**src/rtl/cabin_light_fader_pkg.sv**
```systemverilog
`default_nettype none
// +-----------------------------------------------------------------------+
// | Package  : cabin_light_pkg                                            |
// | Purpose  : Shared sizes and types for the cabin light fader.          |
// |            NUM_CH - channel count (tied to the 2-bit mux select)      |
// |            DUTY_W - duty value width (matches pwm_generator input)    |
// | Revision : 1.0 - initial release                                      |
// +-----------------------------------------------------------------------+
package cabin_light_pkg;

  localparam int NUM_CH = 4;
  localparam int DUTY_W = 4;

  typedef logic [1:0]        ch_idx_t;
  typedef logic [DUTY_W-1:0] duty_t;

  typedef enum logic [0:0] {
    IDLE  = 1'b0,
    APPLY = 1'b1
  } fader_state_t;

endpackage
`default_nettype wire

```
**src/rtl/cabin_light_fader_tick_strobe.sv**
```systemverilog
`default_nettype none
// +-----------------------------------------------------------------------+
// | Module   : tick_strobe                                                |
// | Purpose  : Free-running mod-DIV counter emitting a one-clock pulse    |
// |            while the count sits at DIV-1.                             |
// | Ports    : clk     in  system clock                                   |
// |            rst_n   in  asynchronous active-low reset                  |
// |            o_tick  out strobe, high one clock in every DIV            |
// | Revision : 1.0 - initial release                                      |
// +-----------------------------------------------------------------------+
module tick_strobe #(
  parameter int DIV = 2
) (
  input  logic clk,
  input  logic rst_n,
  output logic o_tick
);

  // A 1-bit counter is kept for DIV=1 so the vector is never zero-width;
  // the count then never leaves 0 and the strobe is permanently high.
  localparam int            CW     = (DIV > 1) ? $clog2(DIV) : 1;
  localparam logic [CW-1:0] C_LAST = CW'(DIV - 1);

  logic [CW-1:0] r_cnt;

  assign o_tick = (r_cnt == C_LAST);

  always_ff @(posedge clk or negedge rst_n) begin
    if (!rst_n) begin
      r_cnt <= '0;
    end else if (o_tick) begin
      r_cnt <= '0;
    end else begin
      r_cnt <= r_cnt + CW'(1);
    end
  end

endmodule
`default_nettype wire

```
**src/rtl/cabin_light_fader.sv**
```systemverilog
`default_nettype none
// +-----------------------------------------------------------------------+
// | Module   : cabin_light_fader                                          |
// | Purpose  : Accepts per-channel brightness commands over valid/ready   |
// |            and ramps four duty values toward their targets, one step  |
// |            per fade tick. Also drives the LED mux scan select.        |
// | Ports    : clk            in   system clock                           |
// |            rst_n          in   asynchronous active-low reset          |
// |            i_cmd_valid    in   command present                        |
// |            o_cmd_ready    out  command can be accepted                |
// |            i_cmd_ch       in   target channel index                   |
// |            i_cmd_target   in   target duty value                      |
// |            i_cmd_instant  in   1 = jump to target, 0 = fade           |
// |            o_duty_flat    out  channel i duty at [4i+3:4i]            |
// |            o_sel          out  scan select for led_mux                |
// |            o_busy         out  per-channel duty != target             |
// | Revision : 1.0 - initial release                                      |
// +-----------------------------------------------------------------------+
module cabin_light_fader
  import cabin_light_pkg::*;
#(
  parameter int TICK_DIV = 1024,
  parameter int SCAN_DIV = 16
) (
  input  logic                     clk,
  input  logic                     rst_n,
  input  logic                     i_cmd_valid,
  output logic                     o_cmd_ready,
  input  logic [1:0]               i_cmd_ch,
  input  logic [DUTY_W-1:0]        i_cmd_target,
  input  logic                     i_cmd_instant,
  output logic [NUM_CH*DUTY_W-1:0] o_duty_flat,
  output logic [1:0]               o_sel,
  output logic [NUM_CH-1:0]        o_busy
);

  fader_state_t r_state;
  fader_state_t w_state_nxt;
  logic         w_accept;
  logic         w_apply;

  ch_idx_t r_stg_ch;
  duty_t   r_stg_tgt;
  logic    r_stg_inst;

  duty_t r_duty     [NUM_CH];
  duty_t r_tgt      [NUM_CH];
  duty_t w_duty_nxt [NUM_CH];
  duty_t w_tgt_nxt  [NUM_CH];

  logic       w_fade_tick;
  logic       w_scan_tick;
  logic [1:0] r_sel;

  tick_strobe #(.DIV(TICK_DIV)) u_fade_tick (
    .clk    (clk),
    .rst_n  (rst_n),
    .o_tick (w_fade_tick)
  );

  tick_strobe #(.DIV(SCAN_DIV)) u_scan_tick (
    .clk    (clk),
    .rst_n  (rst_n),
    .o_tick (w_scan_tick)
  );

  // Command FSM: IDLE accepts, APPLY commits the staged command.
  always_comb begin
    w_state_nxt = r_state;
    o_cmd_ready = 1'b0;
    w_apply     = 1'b0;
    case (r_state)
      IDLE: begin
        o_cmd_ready = 1'b1;
        if (i_cmd_valid) begin
          w_state_nxt = APPLY;
        end
      end
      APPLY: begin
        w_apply     = 1'b1;
        w_state_nxt = IDLE;
      end
      default: begin
        w_state_nxt = IDLE;
      end
    endcase
  end

  assign w_accept = i_cmd_valid & o_cmd_ready;

  // Per-channel next values. The channel being written in APPLY is frozen
  // for a coincident fade tick so the new target/duty takes effect cleanly.
  generate
    for (genvar i = 0; i < NUM_CH; i++) begin : g_ch
      logic w_hit;
      logic w_up;
      logic w_step;

      assign w_hit  = w_apply && (r_stg_ch == ch_idx_t'(i));
      assign w_up   = (r_tgt[i] > r_duty[i]);
      assign w_step = w_fade_tick && !w_hit && o_busy[i];

      assign w_duty_nxt[i] = (w_hit && r_stg_inst) ? r_stg_tgt :
                             w_step ? (w_up ? r_duty[i] + duty_t'(1)
                                            : r_duty[i] - duty_t'(1)) :
                             r_duty[i];
      assign w_tgt_nxt[i]  = w_hit ? r_stg_tgt : r_tgt[i];

      assign o_busy[i]                     = (r_duty[i] != r_tgt[i]);
      assign o_duty_flat[DUTY_W*i +: DUTY_W] = r_duty[i];
    end
  endgenerate

  assign o_sel = r_sel;

  always_ff @(posedge clk or negedge rst_n) begin
    if (!rst_n) begin
      r_state    <= IDLE;
      r_stg_ch   <= '0;
      r_stg_tgt  <= '0;
      r_stg_inst <= 1'b0;
      r_sel      <= '0;
      for (int i = 0; i < NUM_CH; i++) begin
        r_duty[i] <= '0;
        r_tgt[i]  <= '0;
      end
    end else begin
      r_state <= w_state_nxt;
      if (w_accept) begin
        r_stg_ch   <= i_cmd_ch;
        r_stg_tgt  <= i_cmd_target;
        r_stg_inst <= i_cmd_instant;
      end
      if (w_scan_tick) begin
        r_sel <= r_sel + 2'd1;
      end
      for (int i = 0; i < NUM_CH; i++) begin
        r_duty[i] <= w_duty_nxt[i];
        r_tgt[i]  <= w_tgt_nxt[i];
      end
    end
  end

endmodule
`default_nettype wire

```
**config.mk**
```make
export PLATFORM = sky130hd
export DESIGN_NAME = cabin_light_fader
export DESIGN_NICKNAME = d
export VERILOG_FILES = /design/src/rtl/cabin_light_fader_pkg.sv /design/src/rtl/cabin_light_fader_tick_strobe.sv /design/src/rtl/cabin_light_fader.sv
export SDC_FILE = /design/constraint.sdc
export NUM_CORES = 1
export LEC_CHECK = 0
export CAP_MARGIN = 20
export CELL_PAD_IN_SITES_DETAIL_PLACEMENT = 2
export CELL_PAD_IN_SITES_GLOBAL_PLACEMENT = 2
export CORE_UTILIZATION = 35
export CTS_CLUSTER_DIAMETER = 40
export DETAILED_ROUTE_END_ITERATION = 16
export HOLD_SLACK_MARGIN = 0.15
export PLACE_DENSITY = 0.77
export SLEW_MARGIN = 20
export SYNTH_ARGS = -nofsm -noshare
export SYNTH_HDL_FRONTEND = slang
export SYNTH_SLANG_ARGS = --single-unit
```
**constraint.sdc**
```tcl
create_clock -name clk -period 3.4 [get_ports clk]
set_clock_uncertainty 0.2 [all_clocks]
set_input_delay 0.51 -clock clk [delete_from_list [all_inputs] [get_ports clk]]
set_output_delay 0.51 -clock clk [all_outputs]
set_load 0.02 [all_outputs]
```
After elaboration in Yosys (flattened, before gate mapping)
Index checks and enable logic that the tools add are counted.
- mux-type cells: 18
- magnitude comparators: 4
- reduce and logical (&&, ||, !) cells: 25
- bitwise logic cells: 2
- divide/modulo/power cells: 0
- multiply operators: 0
- shifts and indexed selects: 0
- eq/ne operators: 9
- add/sub/neg operators: 11
- operators by type and width (kind ; count):
    $mux 4 ; 13
    $add 4x1->4 const B ; 5
    $gt 4x4->1 ; 4
    $logic_and 1x1->1 ; 16
    $ne 4x4->1 ; 4
    $sub 4x1->4 const B ; 4
    $add 10x1->10 const B ; 1
    $eq 10x10->1 const B ; 1
    $mux 10 ; 1
    $reduce_bool 2->1 ; 4
    $eq 2x2->1 const B ; 2
    $eq 4x4->1 const B ; 1
    $logic_not 1->1 ; 4
    $mux 1 ; 3
    $add 2x1->2 const B ; 1
    $eq 2x1->1 const B ; 1
    $logic_not 2->1 ; 1
    $pmux 1 s2 ; 1
    $and 1x1->1 ; 1
    $not 1->1 ; 1
- ROM bits: 0
- bits in registers: 56
- memories kept: 0
- output and inout port bits: 23
- input port bits: 10
- bits in writable memories: 0
- bits in latches: 0

Longest topological paths before layout
Gate-level depths: netlist of the first run.
- word-level depth: 7
- mapped depth: 11

Hierarchy
A second synthesis of the first run with hierarchy kept.
- cells, all modules: 275
- area, all modules: 3114.2 sq um
- by module, submodules not included (module ; instances ; area an instance (sq um) ; cells each):
    cabin_light_fader ; 1 ; 2472.4 ; 220
    tick_strobe (u_fade_tick) ; 1 ; 473.0 ; 42
    tick_strobe (u_scan_tick) ; 1 ; 168.9 ; 13

Least setup slack after synthesis of the first run
OpenSTA, ideal clock, no wires.
- path kind: register -> register
- from: register r_duty (netlist bit o_duty_flat[2])
- to: register r_duty (netlist bit o_duty_flat[3])
- stages on the path, launching flop included: 12
- arrival: 2.562 ns
- clock period less this slack: 2.893 ns
- path slack: 0.507 ns
- path through: dfrtp_1 > inv_1 > ha_1 > a21oi_1 > a21boi_1 > o21ai_0 > ha_1 > a21o_1 > a21oi_1 > o211ai_1 > nand4_1 > or3b_1
- cells in the longest elaborated chain, start to end: 4
- elaborated cells between the ends (all ways): 9
- those cells by class: add/sub (2); order compare (1); eq/ne (1); mux (3); reduce/logical (2)
- ends and longest elaborated chain (element ; RTL line ; text):
    start, declared ; cabin_light_fader.sv:46 ; duty_t r_duty [NUM_CH];
    start signal, assigned by index ; cabin_light_fader.sv:138 ; r_duty[i] <= w_duty_nxt[i];
    $sub 4x1->4, or another cell as far along ; cabin_light_fader.sv:105 ; : r_duty[i] - duty_t'(1)) :
    $mux 4 (2 in series) ; cabin_light_fader.sv:104 ; w_step ? (w_up ? r_duty[i] + duty_t'(1)
    $mux 4 ; cabin_light_fader.sv:103 ; assign w_duty_nxt[i] = (w_hit && r_stg_inst) ? r_stg_tgt :
Parallel ways exist; a longest one is shown, timed or not. The select of a mux whose other input is x is not followed.
A chain may end at the register's enable or synchronous reset.

Worst setup path in the final report of the first run
- from: register r_duty (netlist bit o_duty_flat[10])
- to: register r_duty (netlist bit o_duty_flat[11])
Same word-level chain as after synthesis.

==> metrics.txt, run 1 <==
wire length of the first global-routing pass=14.4 mm; synthesized area=3200 µm²; Critical Path RT=3.38 ns; r2r setup slk=0.29 ns; worst-path maximum fanout=4; DRC=0; register area=1400 µm²; critical path startpoint category=register; met1 usage=0.255; critical path arrival=3.09 ns; # diodes=0; die width=97.6 µm; PortBufs=32; met2 Use GR=0.326; Initial Utilization=0.363; most common cell after layout, fill and taps aside=dfrtp_1; final setup margin=0.290 ns; initial antenna violation count=0; Hold Crit Class=reg -> reg; TritonRoute pass-1 iters=4; share of cells above drive strength 1=0.0725; final core occ=0.428; worst vdd ir=0.000422 V; vias in the first global route=2748; chip height=97.6 µm; sequential share of the synthesized area=0.438; # hold bufs at CTS=1; clock buffer depth=2; GRT Max-Usage Layer=met2; PD cells=917 nW/µm²; Synthesis Warnings=0; layout overhead on the synthesized area=17.9%; Placer Congestion=0.833; Period minus WS final=3.11 ns; Setup WS pre-CTS=0.347 ns; Syn Nets=347; CP Capture Type=register; Clock Latency Late Sink=0.31 ns; drt wl/cell=18.1 µm; Static Leakage=0.00171 µW; footprint of the multi-input gates=1670 µm²; Hold Violations, Final=0; num ports=33; H-Tree Level Count=2; commonest cells after routing, fill and taps aside=56 x dfrtp_1, 31 x clkdlybuf4s50_1, 26 x nand2_1, 26 x ha_1, 25 x inv_1; total negative setup slack=0 ns; Post-CTS Setup Inserts=0; # rows=34; count of final max-slew check failures=0; CTS tree=yes; final worst path period share=0.915; f_max=322 MHz; Remaining Overflow, GRT=0; Total GRT Usage=0.191; fill count=957; CP Class=reg -> reg; Placeable Area=8810 µm²; met3 Use GR=0.0331; vias=2499; Most used DFF post-synth=dfrtp_1; Max-Cap Viols=0; Final ANT Viol Nets=0; post-CTS resize count=0; Post-synth EDFFs=0; TritonCTS Buffers=5; die area=9530 µm²; Rel. slew slack=0.594; Slew @ Worst Pin=0.609 ns; Syn Area/Cell=10.4 µm²; Root Buffer=clkbuf_8; Post-Syn Instances=307; number of DRC markers in iteration 0=101; status=finished, final reports clean; post-synthesis cell type count=52; Clk pin slew, worst setup/hold paths=0.10 ns; Post-synth ARST share=1.00; nets@finish=384; CTS Sinks=56; dpl hpwl=6.31 mm; endpoints failing setup=0; largest net degree at the start of global routing=26; Via-to-Cell Ratio=5.52; Post-Route WL=8.21 mm; RSZ-0062 raised after global routing=no; FF+latch count, synth=56
-- logic make-up (layout without fill, tap and decap cells) --
family	Yosys count	in the layout	share of synthesized area
xor gates and xnor gates	15	15	0.0410
muxes	12	12	0.0414
DFF	56	56	0.438
adders and majority gates	30	30	0.127
buffers and inverters	31	69	0.0399
and+or+nand+nor	88	88	0.155
AOI/OAI and AO/OA	75	75	0.158
-- worst max-delay path: stages, from the launching register on --
cell and delay [ns]:
dfrtp_1 0.41, inv_1 0.06, ha_1 0.33, a21oi_1 0.23
a21oi_1 0.11, o21ai_0 0.38, ha_1 0.36, a21oi_1 0.16
nand2_1 0.09, a211o_1 0.29, a31oi_1 0.21, o221ai_1 0.15
-- cell usage after synthesis, drive strengths merged, types with 3 or more instances --
cell,instances,area [µm²]
mux2,10,113
nor2,13,65.1
o211ai,4,30.0
nor2b,3,18.8
nand3b,5,37.5
a21oi,14,70.1
a221o,3,30.0
clkbuf,3,11.3
nand4,7,58.8
and4,4,35.0
xnor2,10,87.6
a21o,4,30.0
and3,4,25.0
a31oi,6,52.6
o22ai,3,18.8
a211o,3,26.3
inv,26,97.6
nand2,26,97.6
ha,26,325
xor2,5,43.8
dfrtp,56,1400
nand3,12,60.1
fa,4,80.1
a22oi,3,22.5
o21ai,21,105
nor3,3,15.0
-- metal layers --
layer | routed length (µm) | vias up
li1 | - | 1184
met1 | 3780 | 1287
met2 | 4220 | 23
met3 | 151 | 5
met4 | 61 | 0
met5 | 0 | -
-- report_power, final --
group | switching, µW | internal [µW]
logic | 1040 | 900
clock network | 223 | 260
registers | 198 | 840
total | 1460 | 2000
-- final timing paths --
path	start	endpoint	cells past startpoint
hold / removal	o_sel[1]	o_sel[1]	1
max in group asynchronous	rst_n	r_tgt[8]	3
hold reg to reg	o_sel[1]	o_sel[1]	1
setup / recovery	o_duty_flat[10]	o_duty_flat[11]	11
setup reg to reg	o_duty_flat[10]	o_duty_flat[11]	11
min in group asynchronous	rst_n	u_fade_tick.r_cnt[6]	2
-- cell type report --
type	instances	area share
Sequential cell	56	0.371
Timing Repair Buffer	35	0.0902
Multi-Input combinational cell	220	0.443
Inverter	26	0.0259
Clock inverter	1	0.00796
Tap cell	108	0.0358
Clock buffer	7	0.0255
-- stage by stage --
stage / hold slack, ns / std cells / total power, µW / instance area [µm²]
after floorplan: 0.0144 / 307 / 2360 / 3200
after global placement: 0.266 / 444 / 2900 / 3640
after detailed placement: 0.265 / 444 / 3000 / 3640
after CTS: 0.289 / 453 / 3500 / 3770
after global routing: 0.302 / 453 / 3800 / 3770
final: 0.278 / 453 / 3460 / 3770
-- registers in the layout, indices dropped and copies added, names as in the netlist --
name,flops
r_stg_inst,1
r_stg_tgt,4
o_sel,2
r_stg_ch,2
u_scan_tick.r_cnt,4
r_tgt,16
u_fade_tick.r_cnt,10
o_duty_flat,16
r_state,1
Note: power is estimated with default switching activity, not from simulation.
==> run 2, diff against run 1 <==
--- a/config.mk
+++ b/config.mk
@@ -5,7 +5,7 @@
 export SDC_FILE = /design/constraint.sdc
 export NUM_CORES = 1
 export LEC_CHECK = 0
-export CAP_MARGIN = 20
+export CAP_MARGIN = 0
 export CELL_PAD_IN_SITES_DETAIL_PLACEMENT = 2
 export CELL_PAD_IN_SITES_GLOBAL_PLACEMENT = 2
 export CORE_UTILIZATION = 35
==> results of run 2 <==
No change in the layout: final DEF, timing and power equal those of run 1.
